**config.mk**
```make
export PLATFORM = sky130hd
export DESIGN_NAME = score_display
export DESIGN_NICKNAME = d
export VERILOG_FILES = /design/src/rtl/score_disp_pkg.sv /design/src/rtl/bcd_to_seg7.sv /design/src/rtl/score_display.sv
export SDC_FILE = /design/constraint.sdc
export NUM_CORES = 1
export LEC_CHECK = 0
export BUFFER_PORTS_ARGS = -buffer_cell sky130_fd_sc_hd__buf_2
export CAP_MARGIN = 30
export CORE_ASPECT_RATIO = 2
export CORE_MARGIN = 2
export CORE_UTILIZATION = 45
export DETAILED_ROUTE_END_ITERATION = 16
export GPL_ROUTABILITY_DRIVEN = 1
export GPL_TIMING_DRIVEN = 0
export SLEW_MARGIN = 20
export SYNTH_ARGS = -nofsm -noshare
export SYNTH_HDL_FRONTEND = slang
export SYNTH_SLANG_ARGS = --single-unit
```
**constraint.sdc**
```tcl
create_clock -name clk -period 2.78 [get_ports clk]
set_clock_uncertainty 0.2 [all_clocks]
set_input_delay 0.417 -clock clk [delete_from_list [all_inputs] [get_ports clk]]
set_output_delay 0.417 -clock clk [all_outputs]
set_load 0.005 [all_outputs]
```
**src/rtl/score_disp_pkg.sv**
```systemverilog
// Shared encodings and segment patterns for the score display.
package score_disp_pkg;

    localparam logic [1:0] ST_RESET = 2'd0;
    localparam logic [1:0] ST_PLAY  = 2'd1;
    localparam logic [1:0] ST_PAUSE = 2'd2;
    localparam logic [1:0] ST_OVER  = 2'd3;

    localparam logic [6:0] SEG_BLANK = 7'h7F;
    localparam logic [6:0] SEG_DASH  = 7'h3F;

    // Active-low {g,f,e,d,c,b,a} patterns; element k holds the pattern for digit k.
    localparam logic [9:0][6:0] DIGIT_SEG = {
        7'h10, 7'h00, 7'h78, 7'h02, 7'h12,
        7'h19, 7'h30, 7'h24, 7'h79, 7'h40
    };

endpackage

```
**src/rtl/bcd_to_seg7.sv**
```systemverilog
// Combinational BCD nibble to active-low seven-segment decoder with blanking.
module bcd_to_seg7
    import score_disp_pkg::*;
(
    input  logic [3:0] nibble,
    input  logic       blank,
    output logic [6:0] seg
);

    // Blank wins; non-BCD nibbles show a dash.
    always_comb begin
        seg = SEG_DASH;
        if (blank) begin
            seg = SEG_BLANK;
        end else if (nibble <= 4'd9) begin
            seg = DIGIT_SEG[nibble];
        end
    end

endmodule

```
**src/rtl/score_display.sv**
```systemverilog
// Four-digit multiplexed common-anode display driver for the packed-BCD score.
module score_display
    import score_disp_pkg::*;
#(
    parameter int unsigned REFRESH_DIV  = 50000,
    parameter int unsigned BLINK_FRAMES = 64
) (
    input  logic        clk,
    input  logic        rst_n,
    input  logic [1:0]  state,
    input  logic [15:0] score,
    output logic [6:0]  seg,
    output logic        dp,
    output logic [3:0]  an
);

    localparam int unsigned REF_W   = $clog2(REFRESH_DIV);
    localparam int unsigned BLINK_W = (BLINK_FRAMES > 1) ? $clog2(BLINK_FRAMES) : 1;

    logic [REF_W-1:0]   refresh_cnt_q, refresh_cnt_d;
    logic [1:0]         digit_idx_q, digit_idx_d;
    logic [15:0]        shadow_q, shadow_d;
    logic [BLINK_W-1:0] blink_cnt_q, blink_cnt_d;
    logic               blink_phase_q, blink_phase_d;   // 1 = hidden
    logic [6:0]         seg_q, seg_d;
    logic               dp_q, dp_d;
    logic [3:0]         an_q, an_d;

    logic               slot_end;
    logic               frame_end;
    logic [3:0]         cur_nibble;
    logic               cur_blank;
    logic [6:0]         dec_seg;

    // Select the scanned nibble and its leading-zero blanking condition.
    always_comb begin
        cur_nibble = shadow_q[3:0];
        cur_blank  = 1'b0;
        case (digit_idx_q)
            2'd1: begin
                cur_nibble = shadow_q[7:4];
                cur_blank  = (shadow_q[15:4] == 12'h000);
            end
            2'd2: begin
                cur_nibble = shadow_q[11:8];
                cur_blank  = (shadow_q[15:8] == 8'h00);
            end
            2'd3: begin
                cur_nibble = shadow_q[15:12];
                cur_blank  = (shadow_q[15:12] == 4'h0);
            end
            default: begin
                cur_nibble = shadow_q[3:0];
                cur_blank  = 1'b0;
            end
        endcase
    end

    bcd_to_seg7 u_dec (
        .nibble (cur_nibble),
        .blank  (cur_blank),
        .seg    (dec_seg)
    );

    // Scan counters, frame-synchronous score latch, blink timing and output decode.
    always_comb begin
        slot_end      = (refresh_cnt_q == REF_W'(REFRESH_DIV - 1));
        frame_end     = slot_end && (digit_idx_q == 2'd3);

        refresh_cnt_d = slot_end ? '0 : refresh_cnt_q + REF_W'(1);
        digit_idx_d   = slot_end ? digit_idx_q + 2'd1 : digit_idx_q;
        shadow_d      = frame_end ? score : shadow_q;

        blink_cnt_d   = blink_cnt_q;
        blink_phase_d = blink_phase_q;
        if (state != ST_OVER) begin
            blink_cnt_d   = '0;
            blink_phase_d = 1'b0;
        end else if (frame_end) begin
            if (blink_cnt_q == BLINK_W'(BLINK_FRAMES - 1)) begin
                blink_cnt_d   = '0;
                blink_phase_d = ~blink_phase_q;
            end else begin
                blink_cnt_d   = blink_cnt_q + BLINK_W'(1);
            end
        end

        seg_d = SEG_BLANK;
        an_d  = 4'hF;
        dp_d  = 1'b1;
        if (!blink_phase_q) begin
            seg_d = dec_seg;
            an_d  = ~(4'b0001 << digit_idx_q);
            dp_d  = !((state == ST_PAUSE) && (digit_idx_q == 2'd0));
        end
    end

    // State and output registers.
    always_ff @(posedge clk or negedge rst_n) begin
        if (!rst_n) begin
            refresh_cnt_q <= '0;
            digit_idx_q   <= 2'd0;
            shadow_q      <= 16'h0000;
            blink_cnt_q   <= '0;
            blink_phase_q <= 1'b0;
            seg_q         <= SEG_BLANK;
            dp_q          <= 1'b1;
            an_q          <= 4'hF;
        end else begin
            refresh_cnt_q <= refresh_cnt_d;
            digit_idx_q   <= digit_idx_d;
            shadow_q      <= shadow_d;
            blink_cnt_q   <= blink_cnt_d;
            blink_phase_q <= blink_phase_d;
            seg_q         <= seg_d;
            dp_q          <= dp_d;
            an_q          <= an_d;
        end
    end

    assign seg = seg_q;
    assign dp  = dp_q;
    assign an  = an_q;

endmodule

```
==> key figures <==
Place
  • Placed Cells: slightly above 300
  • Final HPWL DP: ~3800 um
  • Port Buffers: 31
  • GPL Wtd Cong: roughly 0.83

STA
  • Fmax: about 420 MHz
  • Final setup TNS: 0 ps
  • Worst hold slack: between 100 and 150 ps
  • # setup viols final: 0
  • Unrepaired setup endpoints after global routing: false
  • Period utilization: between 80% and 90%
  • Max_slew headroom: roughly 56%
  • Final Max Slew Viols: 0
  • Slew @ Worst Pin: between 600 and 700 ps
  • Final Hold Viols: 0
  • Period minus WS final: ~2400 ps

Global routing
  • Grt total ovfl: 0
  • Initial antenna violation count: 0
  • Largest net degree at the start of global routing: 54
  • GRT Overall Usage: around 18%
  • Global-route wire length before repair: 9090 um
  • Number of global-route vias before repair: around 1.9k

Logic synthesis
  • Number of enable flip-flop cells after synthesis: 0
  • Most numerous cell in the Yosys netlist: dfrtp_1
  • Synth Instances: 220
  • Mux cell area share after synthesis: under 10%
  • Post-synthesis adder-cell area fraction: 4.89%
  • Yosys cell types: 46
  • Dominant cell type by area after synthesis: dfrtp_1
  • Syn nets: 250
  • Async SR Flop Fraction: 100%
  • Synth top cells by count: dfrtp_1 (41), mux2_2 (16), nand3_1 (13), dfstp_2 (12), o21ai_0 (12)
  • Prevailing post-synth register cell: dfrtp_1
  • Largest family of logic cells by synthesized area: simple AND/OR/NAND/NOR gates
  • Synth warnings: 0
  • Synth Cell Area: between 2000 and 3000 um2
  • Top cells by area, synth: dfrtp_1 (40%), dfstp_2 (12%), mux2_2 (7.0%)
  • Sequential area share after synthesis: 52.4%
  • Area share of xor/xnor cells in the synthesized design: under 10%
  • Simple-gate area share of the yosys netlist: ~17%
  • Yosys reg bits: 53
  • Synth Area in Compound Gates: 10.1%
  • Synthesized area per cell: 11.6 um2
  • Top cell type's share of synthesized area: between 40% and 50%

Setup path
  • Critical Path Source Type: flop
  • Critical R2R Launch: digit_idx_q[0]$_DFFE_PN0N_
  • Crit Path Category: reg2reg
  • Worst setup EP type: flop
  • CP max FO: 8
  • CP required: between 2000 and 3000 ps
  • Reg2reg path depth: 8
  • CP max stage cell: a21oi_1
  • Crit path DAT: roughly 2500 ps
  • CP peak stage delay: about 470 ps
  • Crit-path cells: inv_1, ha_1, clkinv_1, a21oi_1, inv_1, ha_1, a21o_1, nand4_1
  • Worst R2R End: seg[3]$_DFF_PN1_
  • FF-to-FF setup slack: approximately 370 ps

Routing
  • DRC: 0
  • Vias: between 1.5k and 2k
  • DR pass1 iterations: 4
  • Final wirelength: about 5300 um
  • Met3 WL: between 100 and 150 um
  • Post-Route M1 WL: ~2100 um
  • Post-route ant nets: 0
  • Top routing layer used: met4
  • Initial DRC count: 86
  • Drt wl/cell: between 15 and 20 um
  • Met2 WL: roughly 2900 um
  • Drt via density: just under 6

Min path
  • Hold path depth: 2
  • Worst hold path class: in2reg
  • HP Start: score[12]
  • Hold EP: shadow_q[12]$_DFFE_PN0P_

Floorplanning
  • Die area: roughly 6300 um2
  • DIE HEIGHT: 111 um
  • Initial Utilization: roughly 47%
  • FP Rows: 38
  • Die Width: about 57 um
  • Core Footprint: between 5000 and 6000 um2
  • I/O pin total: 32

Clock tree
  • Worst skew pair latency: about 300 ps
  • Post-CTS resize count: 0
  • CTS tree: built
  • H-Tree Level Count: 2
  • Clock sink total: 53
  • Num CTS Buffers: 5
  • Clk slew on worst S/H paths: about 100 ps
  • CTS Buffer Depth: 2
  • Root Buffer: clkbuf_8

Finish
  • Layout cell share with drive strength beyond 1: 29.6%
  • Area growth syn-to-layout: 14.0%
  • Fin cells: between 300 and 400
  • Fill count: 495
  • Antenna diodes: 0
  • Final nets: 289

Outcome
  • Status: finished clean

Power and ir drop
  • P_leak: 0.00133 uW
  • Final Power: 1350 uW
  • Pwr per Cell Area: 462 nW/um2
  • Maximum VDD drop: 0.000347 V

Job
  • # Max-Cap Violations: 0
[cells by family (layout without fill, tap and decap cells)]
logic type / Yosys count / in the layout
and+or+nand+nor: 69 / 69
DFF: 53 / 53
AOI/OAI and AO/OA: 39 / 39
muxes: 19 / 19
buffers and inverters: 17 / 57
xor gates and xnor gates: 13 / 13
adders and majority gates: 10 / 10
[sequential cells by signal, summed over array words and instances, names as in the netlist]
| register | cells |
|---|---|
| blink_cnt_q | 6 |
| seg | 7 |
| digit_idx_q | 2 |
| an | 4 |
| refresh_cnt_q | 16 |
| blink_phase_q | 1 |
| shadow_q | 16 |
| dp | 1 |
[critical path: cells and delay by family (launching register included)]
kind,cells,cell delay [ps]
adders and majority gates,2,510
AOI/OAI and AO/OA,2,620
DFF,1,410
and+or+nand+nor,1,80
buffers and inverters,3,530
[how the worst max path moves through the flow]
stage | startpoint | to | slack, ps
3_5_place_dp | refresh_cnt_q[0]$_DFF_PN0_ | shadow_q[5]$_DFFE_PN0P_ | 390
6_report | digit_idx_q[0]$_DFFE_PN0N_ | seg[3]$_DFF_PN1_ | 370
5_1_grt | digit_idx_q[0]$_DFFE_PN0N_ | seg[0]$_DFF_PN1_ | 100
3_3_place_gp | digit_idx_q[0]$_DFFE_PN0N_ | seg[3]$_DFF_PN1_ | 420
4_1_cts | refresh_cnt_q[0]$_DFF_PN0_ | shadow_q[6]$_DFFE_PN0P_ | 380
2_1_floorplan | digit_idx_q[0]$_DFFE_PN0N_ | seg[3]$_DFF_PN1_ | 710
[metrics by stage]
stage          area (um2)  setup slack, ps  util, %
6_report             2920              374     53.4
3_3_place_gp         2790              424     51.0
5_1_grt              2920              104     53.4
4_1_cts              2920              377     53.4
3_5_place_dp         2790              392     51.1
2_1_floorplan        2560              709        -
[area by class of cell]
type	instances	area, um2	share of cell area, %
plain buffers	5	36.3	1.24
clock buffers	7	86.3	2.96
clock inverters	1	30.0	1.03
inverters	12	45.0	1.54
multi-input cells	150	1140	39.0
flip-flops and latches	53	1340	45.9
well taps	60	75.1	2.57
repair buffers	32	168	5.74
[power breakdown]
group          switching, uW  internal (uW)  total [uW]
registers              0.119            772         773
clock network            249            294         543
logic                   21.5           12.3        33.8
[cells in the final DEF (no fill, tap or decap), types with 3 or more instances in the layout]
master | Yosys | routed
dfstp_2 | 12 | 12
xnor2_1 | 4 | 4
nor4_1 | 3 | 3
xor2_1 | 9 | 9
mux2_2 | 16 | 16
clkbuf_8 | 0 | 6
dfrtp_1 | 41 | 41
and3_1 | 6 | 6
ha_1 | 10 | 10
o21ai_0 | 12 | 12
nand2b_1 | 5 | 5
nand2_1 | 7 | 7
nand3_1 | 13 | 13
buf_2 | 2 | 32
nand4_1 | 7 | 7
a222oi_1 | 4 | 4
a21oi_1 | 8 | 8
and2_1 | 4 | 4
mux2i_1 | 3 | 3
nor2_1 | 10 | 10
a31oi_1 | 3 | 3
inv_1 | 11 | 11
[metal layers]
layer / GRT usage, % / vias up
li1: - / 881
met3: 2.92 / 12
met1: 20.9 / 923
met2: 32.3 / 46
met4: 7.29 / 0
met5: 0 / -
[what timing repair did]
action | CTS | global route
hold endpoints to repair | 41 | 0
setup buffers | 0 | 0
hold buffers | 1 | 0
No activity file was read; power rests on OpenSTA's default activity.
